[src/rtl/result_frame_serializer.sv]
// Captures the nine operator-result nibbles on start and streams them out over
// valid/ready, followed by an XOR checksum nibble. All outputs are registered.
module result_frame_serializer #(
    parameter int W      = 4,
    parameter int NWORDS = 9,
    parameter int IDXW   = 4
) (
    input  logic                  clk,
    input  logic                  rst_n,
    input  logic                  start,
    input  logic [NWORDS*W-1:0]   res_bus,
    output logic [W-1:0]          out_data,
    output logic                  out_valid,
    input  logic                  out_ready,
    output logic                  out_last,
    output logic [IDXW-1:0]       out_idx,
    output logic                  busy,
    output logic                  done
);

    typedef enum logic [1:0] {IDLE, SEND, CSUM} state_e;

    localparam logic [IDXW-1:0] LAST_IDX = IDXW'(NWORDS - 1);
    localparam logic [IDXW-1:0] CSUM_IDX = IDXW'(NWORDS);

    state_e                state_q, state_d;
    logic [NWORDS*W-1:0]   shadow_q, shadow_d;
    logic [W-1:0]          csum_q, csum_d;
    logic [IDXW-1:0]       idx_q, idx_d;

    logic [W-1:0]          data_q, data_d;
    logic                  valid_q, valid_d;
    logic                  last_q, last_d;
    logic [IDXW-1:0]       oidx_q, oidx_d;
    logic                  busy_q, busy_d;
    logic                  done_q, done_d;

    logic                  xfer;
    logic [W-1:0]          sel_word;

    assign xfer = valid_q & out_ready;

    function automatic logic [W-1:0] xor_fold(input logic [NWORDS*W-1:0] b);
        logic [W-1:0] acc;
        acc = '0;
        for (int k = 0; k < NWORDS; k++) acc ^= b[k*W +: W];
        return acc;
    endfunction

    // State and datapath registers
    always_ff @(posedge clk or negedge rst_n) begin
        if (!rst_n) begin
            state_q  <= IDLE;
            shadow_q <= '0;
            csum_q   <= '0;
            idx_q    <= '0;
        end else begin
            state_q  <= state_d;
            shadow_q <= shadow_d;
            csum_q   <= csum_d;
            idx_q    <= idx_d;
        end
    end

    always_comb begin
        state_d  = state_q;
        shadow_d = shadow_q;
        csum_d   = csum_q;
        idx_d    = idx_q;
        case (state_q)
            IDLE: begin
                if (start) begin
                    state_d  = SEND;
                    shadow_d = res_bus;
                    csum_d   = xor_fold(res_bus);
                    idx_d    = '0;
                end
            end
            SEND: begin
                if (xfer) begin
                    if (idx_q == LAST_IDX) state_d = CSUM;
                    else                   idx_d   = idx_q + 1'b1;
                end
            end
            CSUM: begin
                if (xfer) begin
                    state_d = IDLE;
                    idx_d   = '0;
                end
            end
            default: state_d = IDLE;
        endcase
    end

    // Outputs are derived from the next state so they appear registered with no
    // combinational path from out_ready/start.
    always_comb begin
        sel_word = '0;
        for (int k = 0; k < NWORDS; k++)
            if (idx_d == IDXW'(k)) sel_word = shadow_d[k*W +: W];

        valid_d = (state_d != IDLE);
        busy_d  = (state_d != IDLE);
        last_d  = (state_d == CSUM);
        done_d  = (state_q == CSUM) && xfer;
        case (state_d)
            SEND:    begin data_d = sel_word; oidx_d = idx_d;    end
            CSUM:    begin data_d = csum_d;   oidx_d = CSUM_IDX; end
            default: begin data_d = '0;       oidx_d = '0;       end
        endcase
    end

    always_ff @(posedge clk or negedge rst_n) begin
        if (!rst_n) begin
            data_q  <= '0;
            valid_q <= 1'b0;
            last_q  <= 1'b0;
            oidx_q  <= '0;
            busy_q  <= 1'b0;
            done_q  <= 1'b0;
        end else begin
            data_q  <= data_d;
            valid_q <= valid_d;
            last_q  <= last_d;
            oidx_q  <= oidx_d;
            busy_q  <= busy_d;
            done_q  <= done_d;
        end
    end

    assign out_data  = data_q;
    assign out_valid = valid_q;
    assign out_last  = last_q;
    assign out_idx   = oidx_q;
    assign busy      = busy_q;
    assign done      = done_q;

endmodule

[config.mk]
export PLATFORM = sky130hd
export DESIGN_NAME = result_frame_serializer
export DESIGN_NICKNAME = d
export VERILOG_FILES = /design/src/rtl/result_frame_serializer.sv
export SDC_FILE = /design/constraint.sdc
export NUM_CORES = 1
export LEC_CHECK = 0
export CAP_MARGIN = 15
export CORE_MARGIN = 2
export CORE_UTILIZATION = 50
export CTS_CLUSTER_DIAMETER = 30
export CTS_CLUSTER_SIZE = 40
export DETAILED_ROUTE_END_ITERATION = 12
export PLACE_DENSITY = 0.76
export SLEW_MARGIN = 20
export SYNTH_ARGS = -nofsm -noshare
export SYNTH_HDL_FRONTEND = slang
export SYNTH_SLANG_ARGS = --single-unit
export TNS_END_PERCENT = 20
[constraint.sdc]
create_clock -name clk -period 4.6 [get_ports clk]
set_input_delay 0.92 -clock clk [delete_from_list [all_inputs] [get_ports clk]]
set_output_delay 0.92 -clock clk [all_outputs]
set_load 0.05 [all_outputs]
==> flow_summary.yaml <==
timing:
  clock-skew-final_ps: 6.74
  slew_violations: 0
  tns_ps: 0
  setup_viol: 0
  fmax_mhz: 318
  rsz0062_at_grt: "no"
  max_slew_margin_pct: 46.9
  post-route-min-period_ps: 3150
  worst_pin_slew_ps: 796
  timing.final.crit_share_pct: 68.4
  timing_hold_violations_final: 0
floorplan:
  dieArea_um2: 6640
  coreArea_um2: 5850
  die_h_um: 81.5
  die_x_um: 81.5
  num_rows: 28
  ios: 52
  initial_core_util_pct: 51.3
clocking:
  cts_htree_levels: 3
  cts_root_buf: "clkbuf_8"
  cts.clk_slew.worst_paths_ps: 60
  cts_resized: 0
  cts_hold_buf: 0
  postCtsSetupBuffers: 0
  clockBufferDepth: 2
  clock_latency_ps: 330
  cts_tree: "built"
  cts_buffers: 9
  clock-sinks: 57
grt:
  grt_pass1_vias: 2216
  grt_max_degree: 58
  antenna_found_initial: 0
  grt-ovfl-total: 0
  grt_pass1_wl_um: 10200
  grt_use_total_pct: 20.6
critical_path:
  setup.worst_path.class: "input port to register"
  cp-end-kind: "register"
  worst-endpoint-arrival_ps: 3400
  worstPathRequired_ps: 4860
  r2r_cells: 10
  critPathLaunchType: "input port"
  path_max_fanout: 36
routing:
  wl_per_cell_um: 14.7
  dr_total_vias: 2305
  drtIter0Drc: 128
  via_per_inst: 5.37
  detail-route-antenna-nets: 0
  firstDrtPassIters: 5
  drc: 0
  routed_wl_um: 6310
synth:
  synthArstFlopShare_pct: 100
  yosysMostFrequentCell: "nand2_1"
  syn_area_um2: 3000
  synth_area_leaders: "dfrtp_1 (48%), nand2_1 (9.5%), xnor2_1 (8.2%), mux2_2 (6.0%), mux2i_1 (3.0%)"
  yosysTopAreaCell: "dfrtp_1"
  yosysSeqAreaShare_pct: 47.5
  ys.flop_type: "dfrtp_1"
  synthDistinctLibCells: 47
  synth_edf_count: 0
  synth_area_per_cell_um2: 10.2
  synthTopCellsByCount: "nand2_1 (76), dfrtp_1 (57), xnor2_1 (28)"
  yosysTopAreaCellShare_pct: 47.5
  ys_seq_elements: 57
  syn_nets: 340
  ys_warn_count: 0
  synthCells: 295
place:
  hpwl_um: 4640
  gp_congestion: 0.845
  placed_cells: 413
  portBuffers: 51
  place_area_um2: 3570
power_and_ir_drop:
  vdd_drop_max_mv: 0.328
  leakage_nw: 1.72
  cellPowerDensity_nw_per_um2: 672
  power.total_mw: 2.56
layout:
  final.fill_count: 511
  regArea_um2: 1430
  layout.cells.non_filler: 429
  drive_above_1_share_pct: 14.1
  fin_area_um2: 3820
  final_net_count: 394
  antenna_cells: 0
  multi_input_comb_area_um2: 1490
  area_delta_synth_final_pct: 27.3
hold_path:
  min_path_type: "register to register"
  holdPathStages: 2
outcome:
  status: "finished clean"
run:
  maxCapViolCount: 0
## critical path, cell delays in order
cell	delay, ps
clkdlybuf4s50_1	480
nand2b_1	100
or2_2	560
o21a_1	250
ha_1	430
nand2_1	220
a31oi_1	240
nand2_1	70
o21ai_1	120
## stage by stage
step	util, %	hold WS [ps]	setup slack (ps)
2_1_floorplan	-	439	1710
3_3_place_gp	61.1	453	1170
3_5_place_dp	61.1	462	1130
4_1_cts	65.3	480	1460
5_1_grt	65.3	510	1280
6_report	65.3	478	1450
## worst paths after layout
check / from / slack, ps / end
hold reg to reg: shadow_q[35] / 480 / shadow_q[35]
hold / removal: shadow_q[35] / 480 / shadow_q[35]
setup / recovery: start / 1450 / out_data[3]
min in group asynchronous: rst_n / 710 / shadow_q[13]
setup reg to reg: idx_q[0] / 1790 / out_data[3]
max in group asynchronous: rst_n / 3430 / shadow_q[35]
## flip-flops by register name, indices dropped and copies added, names as in the netlist
| register | cells |
|---|---|
| shadow_q | 36 |
| csum_q | 4 |
| idx_q | 4 |
| out_data | 4 |
| out_idx | 4 |
| state_q | 2 |
| busy | 1 |
| done | 1 |
| out_last | 1 |
## area by class of cell
type / instances / share of cell area, %
clock buffer: 11 / 3.70
clock inverter: 5 / 2.69
inverter: 10 / 0.983
multi-input combinational: 217 / 39.0
sequential: 57 / 37.4
tap: 75 / 2.46
timing repair buffer: 54 / 13.8
## layout by cell type, fill, tap and decap left out, types with 5 or more instances in the layout
cell	n
dfrtp_1	57
mux2_2	16
xnor2_1	28
a21oi_1	7
mux2i_1	9
o21ai_0	7
clkdlybuf4s50_1	50
inv_1	7
ha_1	5
clkbuf_8	10
nand2_1	76
## metal layers
metal	global-route usage (%)	share of wire, %	vias to the layer above
li1	-	-	1116
met5	0	0	-
met2	35.0	50	60
met1	25.1	43	1120
met3	6.15	5.0	9
met4	6.78	1.5	0
## kinds of logic (layout without fill, tap and decap cells)
group	Yosys count	count (layout)	synth area share [%]
simple gates	111	111	17.3
flops	57	57	47.5
compound gates	44	44	11.8
xor+xnor	32	32	9.34
mux	25	25	9.01
buf+inv	21	80	2.92
fa+ha+maj	5	5	2.09
## report_power, final
| group | switching [mW] | internal (mW) |
|---|---|---|
| Combinational | 0.693 | 0.496 |
| Sequential | 0.0919 | 0.721 |
| Clock | 0.189 | 0.374 |
| Total | 0.974 | 1.59 |
Note: power is estimated with default switching activity, not from simulation.
==> RTL edit (same flow settings) <==
Change the parameter `W` from 4 to 6.
--- a/src/rtl/result_frame_serializer.sv
+++ b/src/rtl/result_frame_serializer.sv
@@ -1,7 +1,7 @@
 // Captures the nine operator-result nibbles on start and streams them out over
 // valid/ready, followed by an XOR checksum nibble. All outputs are registered.
 module result_frame_serializer #(
-    parameter int W      = 4,
+    parameter int W      = 6,
     parameter int NWORDS = 9,
     parameter int IDXW   = 4
 ) (
Ports: changed (resized out_data and res_bus); port bits go from 52 to 72. No check against the original RTL was run, so the function may have changed too.
==> RTL edit against the unedited design <==
Synthesized area increased by 44%. Power increased by 32%. Sequential power increased by 37%. Via count increased by 56%. Die area increased by 42%. Clock power decreased by 11%. Clock skew increased by 0.0063 ns. Setup slack got worse by 0.23 ns. Cell area increased by 37%. Sequential cell count increased by 22. Wire length increased by 67%. Critical path type unchanged.
==> RTL edit: results (changes against the unedited design) <==
Status -> finished clean (unchanged)
Clock Latency Late Sink -> 0.36 ns (was 0.33 ns)
Peak VDD IR -> 0.000331 V (was 0.000328 V)
Most flops, register -> shadow_q (unchanged)
Clock slew at reported path FFs -> 0.08 ns (was 0.06 ns)
Clock Skews -> 0.0131 ns (was 0.00674 ns)
ANT cells -> 0 (unchanged)
Worst slew pin tran -> 0.976 ns (was 0.796 ns)
Min-delay src -> shadow_q[10]$_DFF_PN0_ (was shadow_q[35]$_DFF_PN0_)
Synth area leaders -> dfrtp_1 46%, nand2_1 15%, xnor2_1 5.1% (was dfrtp_1 48%, nand2_1 9.5%, xnor2_1 8.2%)
CP max FO -> 16 (was 36)
DR WL/cell -> 16.2 µm (was 14.7 µm)
Clk tree area frac -> 3.62% (was 6.39%)
Final nets -> 604 (was 394)
Top post-synthesis cells by count -> 167 x nand2_1, 79 x dfrtp_1, 25 x xnor2_1, 24 x o21ai_0 (was 76 x nand2_1, 57 x dfrtp_1, 28 x xnor2_1, 16 x mux2_2, 9 x mux2i_1)
First-pass GRT wire length -> 17000 µm (was 10200 µm)
Syn_nets -> 546 (was 340)
Post-DP Area -> 5060 µm² (was 3570 µm²)
Total CTS buffers -> 9 (unchanged)
Max reg flops -> 54 (was 36)
FFs w/ async S/R, synth -> 100% (unchanged)
Buffers excl. clock -> 77 (was 54)
WL met1 -> 4690 µm (was 2720 µm)
FILL cells -> 720 (was 511)
Worst r2r path cells -> 9 (was 10)
Crit path capture -> out_data[3]$_DFF_PN0_ (unchanged)
Seq/Total Area, Yosys -> 45.7% (was 47.5%)
Leak -> 2.42 nW (was 1.72 nW)
Hold EP -> shadow_q[10]$_DFF_PN0_ (was shadow_q[35]$_DFF_PN0_)
Non-clk buf share -> 14.3% (was 13.8%)
DR WL met3 -> 606 µm (was 313 µm)
Setup ws final -> 1.22 ns (was 1.45 ns)
Antenna violations before repair -> 0 (unchanged)
Largest net degree at the start of global routing -> 80 (was 58)
Vias after detailed routing -> 3597 (was 2305)
Multi-input gate share of total cell area -> 41.2% (was 39.0%)
FF/Latch Area -> 1980 µm² (was 1430 µm²)
Die area -> 9400 µm² (was 6640 µm²)
Met2 wire length -> 5090 µm (was 3180 µm)
1st-pass router iterations -> 5 (unchanged)
Netlist cell types -> 46 (was 47)
Iter 0 DRT Violations -> 270 (was 128)
#MultiIn Comb -> 365 (was 217)
Layout cells sized above 1 -> 6.59% (was 14.1%)
Sink Count -> 79 (was 57)
Vias in the first global route -> 3534 (was 2216)
RePlAce Congestion -> 0.871 (was 0.845)
R2R Setup Slk -> 1.64 ns (was 1.79 ns)
Nonclk inv count -> 9 (was 10)
Clock tree buffer depth -> 2 (unchanged)
IO Port Bufs -> 71 (was 51)
CP startpoint -> out_ready (was start)
Worst slack, placed -> 0.966 ns (was 1.13 ns)
HPWL after detailed placement -> 7540 µm (was 4640 µm)
CP arrival -> 3.64 ns (was 3.40 ns)
Global Route Usage Sum -> 22.6% (was 20.6%)
## RTL edit: changes by cell type in the layout (fill, tap and decap cells not counted), moves of 8 or more
cell / unedited run / this run
nand2_1: 76 / 167
o21ai_0: 7 / 24
nor2_1: 4 / 18
mux2i_1: 9 / 0
dfrtp_1: 57 / 79
mux2_2: 16 / 6
o21bai_1: 0 / 8
xor2_1: 4 / 12
clkdlybuf4s50_1: 50 / 70
## RTL edit: metal layers
layer | up-vias | track usage, %
met2 | 132 | 37.1
met5 | - | 0
li1 | 1732 | -
met3 | 13 | 4.34
met1 | 1720 | 29.9
met4 | 0 | 8.02
## RTL edit: per-stage QoR
| step | power [W] | utilization, % | instances | hold WS, ns |
|---|---|---|---|---|
| after floorplan | 0.00239 | - | 483 | 0.436 |
| after global placement | 0.00279 | 61.0 | 635 | 0.456 |
| after detailed placement | 0.00285 | 61.0 | 635 | 0.459 |
| after CTS | 0.00336 | 63.3 | 651 | 0.479 |
| after global routing | 0.00360 | 63.3 | 651 | 0.493 |
| final | 0.00338 | 63.3 | 651 | 0.478 |
## RTL edit: kinds of logic after synthesis
logic type | synth area share [%]
buf+inv | 4.31
mux | 1.82
simple gates | 22.7
flops | 45.7
xor+xnor | 10.6
compound gates | 13.3
fa+ha+maj | 1.45
## RTL edit: worst max-delay path, cell delays in order
cell and delay [ns]:
clkdlybuf4s50_1 0.57, nand2_1 0.17, o311a_1 0.39, a221oi_4 0.18, buf_4 0.26, nand2_1 0.31
nor3_2 0.44, a222oi_1 0.19, o22ai_1 0.21
## RTL edit: power by group
part           total, W  leakage [nW]  switching (W)  internal, W
sequential      0.00111         0.992       0.000121     0.000992
combinational   0.00176          1.34        0.00111     0.000650
clock          0.000502        0.0895       0.000251     0.000251
